### src/rtl/multi_delay_timer_pkg.sv
// multi_delay_timer_pkg: channel state type, reset period and channel index width helpers
package multi_delay_timer_pkg;
  typedef enum logic {IDLE, RUN} ch_state_t;
  function automatic int ch_idx_w(input int n);
    return n > 1 ? $clog2(n) : 1;
  endfunction
  function automatic int reset_period_cycles(input int period_ns, input int cycle_ns);
    return period_ns / cycle_ns;
  endfunction
endpackage

### src/rtl/delay_timer_channel.sv
// delay_timer_channel: one timer channel with edge arm, cancel, reload and done pulse (status when MULTI_DELAY_TIMER_STATUS_EN)
module delay_timer_channel
  import multi_delay_timer_pkg::*;
#(
  parameter int CNT_WIDTH = 16
) (
  input  logic                 clk,
  input  logic                 rst_n,
  input  logic                 start,
  input  logic                 cancel,
  input  logic                 periodic,
  input  logic                 ld_hit,
  input  logic [CNT_WIDTH-1:0] ld_val,
  input  logic [CNT_WIDTH-1:0] period,
`ifdef MULTI_DELAY_TIMER_STATUS_EN
  input  logic                 status_clr,
  output logic                 status,
`endif
  output logic                 busy,
  output logic                 done
);
  logic                 start_q;
  logic                 rise;
  logic                 expire;
  logic                 done_d;
  logic [CNT_WIDTH-1:0] cnt;
  logic [CNT_WIDTH-1:0] cnt_d;
  logic [CNT_WIDTH-1:0] eff;
  ch_state_t            st;
  always_comb begin
    st     = cnt != '0 ? RUN : IDLE;
    rise   = start & ~start_q;
    eff    = ld_hit ? ld_val : period;
    expire = st == RUN && cnt == CNT_WIDTH'(1);
    done_d = !cancel && !rise && expire;
    cnt_d  = cancel ? '0 :
             rise   ? eff :
             expire ? (periodic && period != '0 ? period : '0) :
             st == RUN ? cnt - CNT_WIDTH'(1) : cnt;
  end
  always_ff @(posedge clk or negedge rst_n) begin
    if (!rst_n) begin
      start_q <= 1'b0;
      cnt     <= '0;
      done    <= 1'b0;
    end else begin
      start_q <= start;
      cnt     <= cnt_d;
      done    <= done_d;
    end
  end
  assign busy = st == RUN;
`ifdef MULTI_DELAY_TIMER_STATUS_EN
  always_ff @(posedge clk or negedge rst_n) begin
    if (!rst_n) status <= 1'b0;
    else        status <= (status & ~status_clr) | done;
  end
`endif
endmodule

### src/rtl/multi_delay_timer.sv
// multi_delay_timer: NUM_CH programmable delay timers with shared period load port (status when MULTI_DELAY_TIMER_STATUS_EN)
module multi_delay_timer
  import multi_delay_timer_pkg::*;
#(
  parameter int NUM_CH         = 4,
  parameter int CNT_WIDTH      = 16,
  parameter int DEFAULT_PERIOD = 0,
  parameter int CYCLE_TIME     = 10
) (
  input  logic                          clk,
  input  logic                          rst_n,
  input  logic [NUM_CH-1:0]             start,
  input  logic [NUM_CH-1:0]             cancel,
  input  logic [NUM_CH-1:0]             periodic,
  input  logic                          period_ld,
  input  logic [ch_idx_w(NUM_CH)-1:0]   period_ch,
  input  logic [CNT_WIDTH-1:0]          period_val,
`ifdef MULTI_DELAY_TIMER_STATUS_EN
  input  logic [NUM_CH-1:0]             status_clr,
  output logic [NUM_CH-1:0]             status,
`endif
  output logic [NUM_CH-1:0]             busy,
  output logic [NUM_CH-1:0]             done
);
  localparam int                   CH_IDX_W = ch_idx_w(NUM_CH);
  localparam logic [CNT_WIDTH-1:0] RST_P    = CNT_WIDTH'(reset_period_cycles(DEFAULT_PERIOD, CYCLE_TIME));
  for (genvar c = 0; c < NUM_CH; c++) begin : g_ch
    logic                 ld_hit;
    logic [CNT_WIDTH-1:0] per_q;
    assign ld_hit = period_ld && period_ch == CH_IDX_W'(c);
    always_ff @(posedge clk or negedge rst_n) begin
      if (!rst_n)      per_q <= RST_P;
      else if (ld_hit) per_q <= period_val;
    end
    delay_timer_channel #(.CNT_WIDTH(CNT_WIDTH)) u_ch (
      .clk        (clk),
      .rst_n      (rst_n),
      .start      (start[c]),
      .cancel     (cancel[c]),
      .periodic   (periodic[c]),
      .ld_hit     (ld_hit),
      .ld_val     (period_val),
      .period     (per_q),
`ifdef MULTI_DELAY_TIMER_STATUS_EN
      .status_clr (status_clr[c]),
      .status     (status[c]),
`endif
      .busy       (busy[c]),
      .done       (done[c])
    );
  end
endmodule
### config.mk
export PLATFORM = sky130hd
export DESIGN_NAME = multi_delay_timer
export DESIGN_NICKNAME = d
export VERILOG_FILES = /design/src/rtl/multi_delay_timer_pkg.sv /design/src/rtl/delay_timer_channel.sv /design/src/rtl/multi_delay_timer.sv
export SDC_FILE = /design/constraint.sdc
export NUM_CORES = 1
export LEC_CHECK = 0
export ABC_AREA = 1
export ABC_CLOCK_PERIOD_IN_PS = 2150
export CORE_AREA = 2 2 141 178
export CTS_BUF_LIST = sky130_fd_sc_hd__clkbuf_8
export CTS_CLUSTER_DIAMETER = 60
export DETAILED_ROUTE_END_ITERATION = 7
export DIE_AREA = 0 0 143 180
export PLACE_DENSITY = 0.57
export SYNTH_ARGS = -nofsm -noshare
export SYNTH_HDL_FRONTEND = slang
export SYNTH_HIERARCHICAL = 1
export SYNTH_SLANG_ARGS = --single-unit
### constraint.sdc
create_clock -name clk -period 2.15 [get_ports clk]
set_clock_uncertainty 0.05 [all_clocks]
set_input_delay 0.43 -clock clk [delete_from_list [all_inputs] [get_ports clk]]
set_output_delay 0.43 -clock clk [all_outputs]
set_load 0.01 [all_outputs]
==> results by stage <==
Yosys:
- In this run, distinct cell masters in the synthesized netlist total 35.
- The commonest cells after synthesis are 541 x sky130_fd_sc_hd__nand2_1, 187 x sky130_fd_sc_hd__nor2_1, 154 x sky130_fd_sc_hd__nand3_1.
- The Yosys step of the flow raised 6 warnings.
- The area share of the leading cell type in the synthesized netlist is 35.87%.
- The post-synthesis instance total is between 1,000 and 1,500.
- The most used flip-flop cell after synthesis is sky130_fd_sc_hd__dfrtp_1.
- sky130_fd_sc_hd__nand2_1 is the most common cell in the netlist.
- sky130_fd_sc_hd__dfrtp_1 takes more of the synthesized area than any other cell.
- For this run, the register share of the synthesized area comes to a little over a third.
- The synthesized design contains 0 enable-type register cells.
- Ranked by total cell area, the synthesized netlist is headed by sky130_fd_sc_hd__dfrtp_1 36%, sky130_fd_sc_hd__nand2_1 21%, sky130_fd_sc_hd__nand3_1 8.1%.
- A synthesized cell averages ~6.6 um2.
- Of all flip-flops after synthesis, the portion carrying an async set or reset was 100.0%.
- When the netlist entered floorplanning its net count stood at between 1,000 and 1,500.
- In this run, synthesis produced a sequential element count of around 140.
- The mapped netlist covers 9488 um2.

Route:
- The final route contains 9,511 vias.
- The routed via count divided by cell count is around 5.1.
- The average wire length per cell after detail routing is around 15 um.
- The remaining antenna violation count after routing is 0.
- The number of remaining DRC errors is 0.
- The routed design has between 20,000 and 30,000 um of wire.
- The first TritonRoute pass finished after 5 iterations.
- The detailed router's first-iteration violation count is between 600 and 700.

Setup path:
- The minimum setup slack among reg-to-reg paths is 340 ps.
- The type of the worst setup path is flip-flop to output pin.
- The critical path startpoint is g_ch[2].u_ch/cnt[6].
- The endpoint type of the worst setup path is an output pin.
- For the worst setup path, the data arrival time is about 1600 ps.
- The required arrival time at the worst endpoint is around 1700 ps.
- The maximum fanout along the worst path is 4.
- The launch point of the worst reg-to-reg path is g_ch[3].u_ch/cnt[1].
- STA classifies the critical path startpoint as a flip-flop.

CTS:
- The CTS buffer count is 17.
- The clock net in this run drives a total of between 100 and 150 sinks.
- The register clock-pin slew on the reported worst setup and hold paths is 80 ps.
- The clock root buffer master is sky130_fd_sc_hd__clkbuf_8.
- The worst-case clock buffer depth is 2.
- TritonCTS built the clock tree.
- The clock network latency to the later pin of the worst-skew pair is 470 ps.
- The number of H-tree branching levels is 4.

GRT:
- Entering global routing, the biggest net connects 44 pins.
- The number of antenna violations at the first check in global routing was 0.
- Across every metal layer, demand over resource in global routing totals 22.94%.
- After global routing the overflow that remains totals 0.
- The wire length of the first global-routing pass is between 40,000 and 50,000 um.
- The number of global-route vias before repair is slightly above 9,000.

STA:
- The post-layout worst setup margin is 57.87 ps.
- The final hold slack is 355.5 ps.
- Measured against its own limit, the worst slew margin works out to between 60% and 70%.
- The clock period could shrink to between 2000 and 2500 ps.
- The final number of max-transition violations is 0.
- The part of the cycle the worst path needs is a little over nine tenths.
- Setup repair after global routing could not meet its margin everywhere.
- The slew of the pin with the lowest slew margin is 571.0 ps.
- The highest clock frequency the design can meet is roughly 0.48 GHz.
- Setup violations remaining at the end of the flow were counted as 0.
- The number of hold-slack violations in the final timing report came to 0.

Floorplanning:
- Pin placement for this block handled ~40 I/O pins.
- The horizontal die dimension is 143 um.
- The floorplan has 64 rows.
- Once the floorplan was initialized, standard cells occupied just under 40% of the core.
- The total area inside the core boundary comes to between 20,000 and 25,000 um2.
- The vertical die dimension is approximately 180 um.
- The die covers 25,740 um2.

Placed design:
- Buffers placed on the I/O ports in this run total 40.
- Routability-driven placement finished with a final weighted congestion of a little under 0.9.
- The setup slack at placement is between 30 and 40 ps.
- Detailed placement ended at an HPWL of around 20,000 um.

Worst hold path:
- The path class of the tightest hold or removal check is input port to flip-flop.
- In this run the most critical hold path is launched from period_ld.

Power:
- The power per cell area is 810.9 nW/um2.
- The static power due to leakage is around 0.0056 uW.
- The overall power after layout is between 9000 and 10,000 uW.
- IR analysis of the VDD net gives a maximum drop of approximately 360 uV.
- The clock network accounts for about 29% of the total power.
- In this run the power spent charging and discharging nets is around 3500 uW.
- Combinational logic is responsible for 34.3% of the overall power.
- The sequential group share of total power is 36.9%.
- Of the total power, the share spent switching nets is between 30% and 40%.
- The design internal power is just under 6000 uW.

Layout:
- The count of antenna diodes in the layout is 0.
- The area added between synthesis and finish is 19.83%.
- Cells with a size suffix above 1 make up 14.92% of the layout.
- After the last flow step, the layout net total stands at 1,571.

Flow run:
- The tool flagged a number of max-cap violations equal to 0.

Outcome:
- The run finished with clean final reports.
## cell families after synthesis
group           after synthesis  synth area share [%]
simple gates               1023                 49.11
buf+inv                     152                 7.319
flops                       136                 35.87
compound gates               97                 5.262
xor+xnor                     15                 1.385
fa+ha+maj                     8                 1.055
## path summary, 6_finish.rpt
kind                       cells past startpoint                   to
max                                            5              busy[2]
min                                            3    g_ch[3].per_q[14]
max reg2reg                                   11  g_ch[3].u_ch/cnt[1]
min reg2reg                                    2    g_ch[0].per_q[10]
max in group asynchronous                      3  g_ch[3].u_ch/cnt[4]
min in group asynchronous                      2    g_ch[0].u_ch/done
## sequential cells by signal, indices dropped and copies added, names as in the netlist
| signal | cells |
|---|---|
| g_ch.per_q | 64 |
| g_ch.u_ch/cnt | 64 |
| g_ch.u_ch/start_q | 4 |
| g_ch.u_ch/done | 4 |
## area by class of cell
class,count,area (um2)
fill,2495,12730
tap,330,412.9
clock inverter,11,217.7
timing repair buffer,127,1112
sequential,136,3410
clock buffer,20,275.3
inverter,105,396.6
multi-input combinational,1143,5545
## cells in the final DEF (no fill, tap or decap), types with 2 or more instances in the layout
master / instances
sky130_fd_sc_hd__nor3_1: 5
sky130_fd_sc_hd__inv_2: 18
sky130_fd_sc_hd__buf_12: 5
sky130_fd_sc_hd__nand2_4: 6
sky130_fd_sc_hd__xnor2_1: 12
sky130_fd_sc_hd__buf_4: 81
sky130_fd_sc_hd__nand3_2: 7
sky130_fd_sc_hd__o21ai_0: 21
sky130_fd_sc_hd__dlygate4sd2_1: 2
sky130_fd_sc_hd__bufinv_16: 6
sky130_fd_sc_hd__o211ai_1: 3
sky130_fd_sc_hd__or2_2: 5
sky130_fd_sc_hd__nor2_1: 174
sky130_fd_sc_hd__nand4_1: 61
sky130_fd_sc_hd__clkinv_1: 4
sky130_fd_sc_hd__ha_1: 4
sky130_fd_sc_hd__xor2_1: 3
sky130_fd_sc_hd__inv_1: 82
sky130_fd_sc_hd__nand3b_1: 10
sky130_fd_sc_hd__nor2_4: 18
sky130_fd_sc_hd__nand2_2: 16
sky130_fd_sc_hd__a21oi_1: 67
sky130_fd_sc_hd__nor2_2: 15
sky130_fd_sc_hd__nand2_1: 536
sky130_fd_sc_hd__ha_4: 4
sky130_fd_sc_hd__clkbuf_8: 20
sky130_fd_sc_hd__nand3_4: 7
sky130_fd_sc_hd__dfrtp_1: 131
sky130_fd_sc_hd__o21ai_1: 3
sky130_fd_sc_hd__clkdlybuf4s50_1: 34
sky130_fd_sc_hd__nand4_2: 3
sky130_fd_sc_hd__nor2_8: 5
sky130_fd_sc_hd__clkinvlp_4: 2
sky130_fd_sc_hd__dfrtp_2: 5
sky130_fd_sc_hd__nand3_1: 154
sky130_fd_sc_hd__clkdlybuf4s15_1: 2
## stage by stage
| step | TNS (ps) | instance area, um2 | util, % | instances |
|---|---|---|---|---|
| 2_1_floorplan | 0 | 9488 | - | 1431 |
| 3_3_place_gp | 0 | 10540 | 43.71 | 1817 |
| 3_5_place_dp | 0 | 10540 | 43.71 | 1817 |
| 4_1_cts | -19.22 | 11160 | 46.31 | 1856 |
| 5_1_grt | -16.45 | 11370 | 47.17 | 1872 |
| 6_report | 0 | 11370 | 47.17 | 1872 |
## power by group through the flow
stage | combinational, uW | clock (uW) | sequential, uW
5_1_grt | 3600 | 2790 | 3460
2_1_floorplan | 2160 | 0 | 3270
4_1_cts | 3040 | 2690 | 3370
6_report | 3160 | 2650 | 3400
3_3_place_gp | 2920 | 0 | 3410
3_5_place_dp | 2950 | 0 | 3410
## critical path, cell delays in order (launching register included)
cell and delay [ps]:
sky130_fd_sc_hd__dfrtp_1 420, sky130_fd_sc_hd__nor2_2 170, sky130_fd_sc_hd__nand2_2 110, sky130_fd_sc_hd__nor2_4 120, sky130_fd_sc_hd__nand2_1 50, sky130_fd_sc_hd__dlygate4sd2_1 280
## layer usage
layer,global-route usage [%],vias to the layer above,wire length (um)
met1,29.82,4422,12570
met3,3.037,60,1079
met2,38.79,224,13820
met4,8.277,0,806
li1,-,4805,-
met5,0,-,0
## repair_timing
item                                   4_1_cts  5_1_grt
setup buffers                                7       16
resized for setup                           27       30
endpoints found under the hold margin       39        0
cloned                                       0        0
setup endpoints to repair                    4        4
pin swaps                                    3        6
hold buffers                                 1        0
Note: power is estimated with default switching activity, not from simulation.
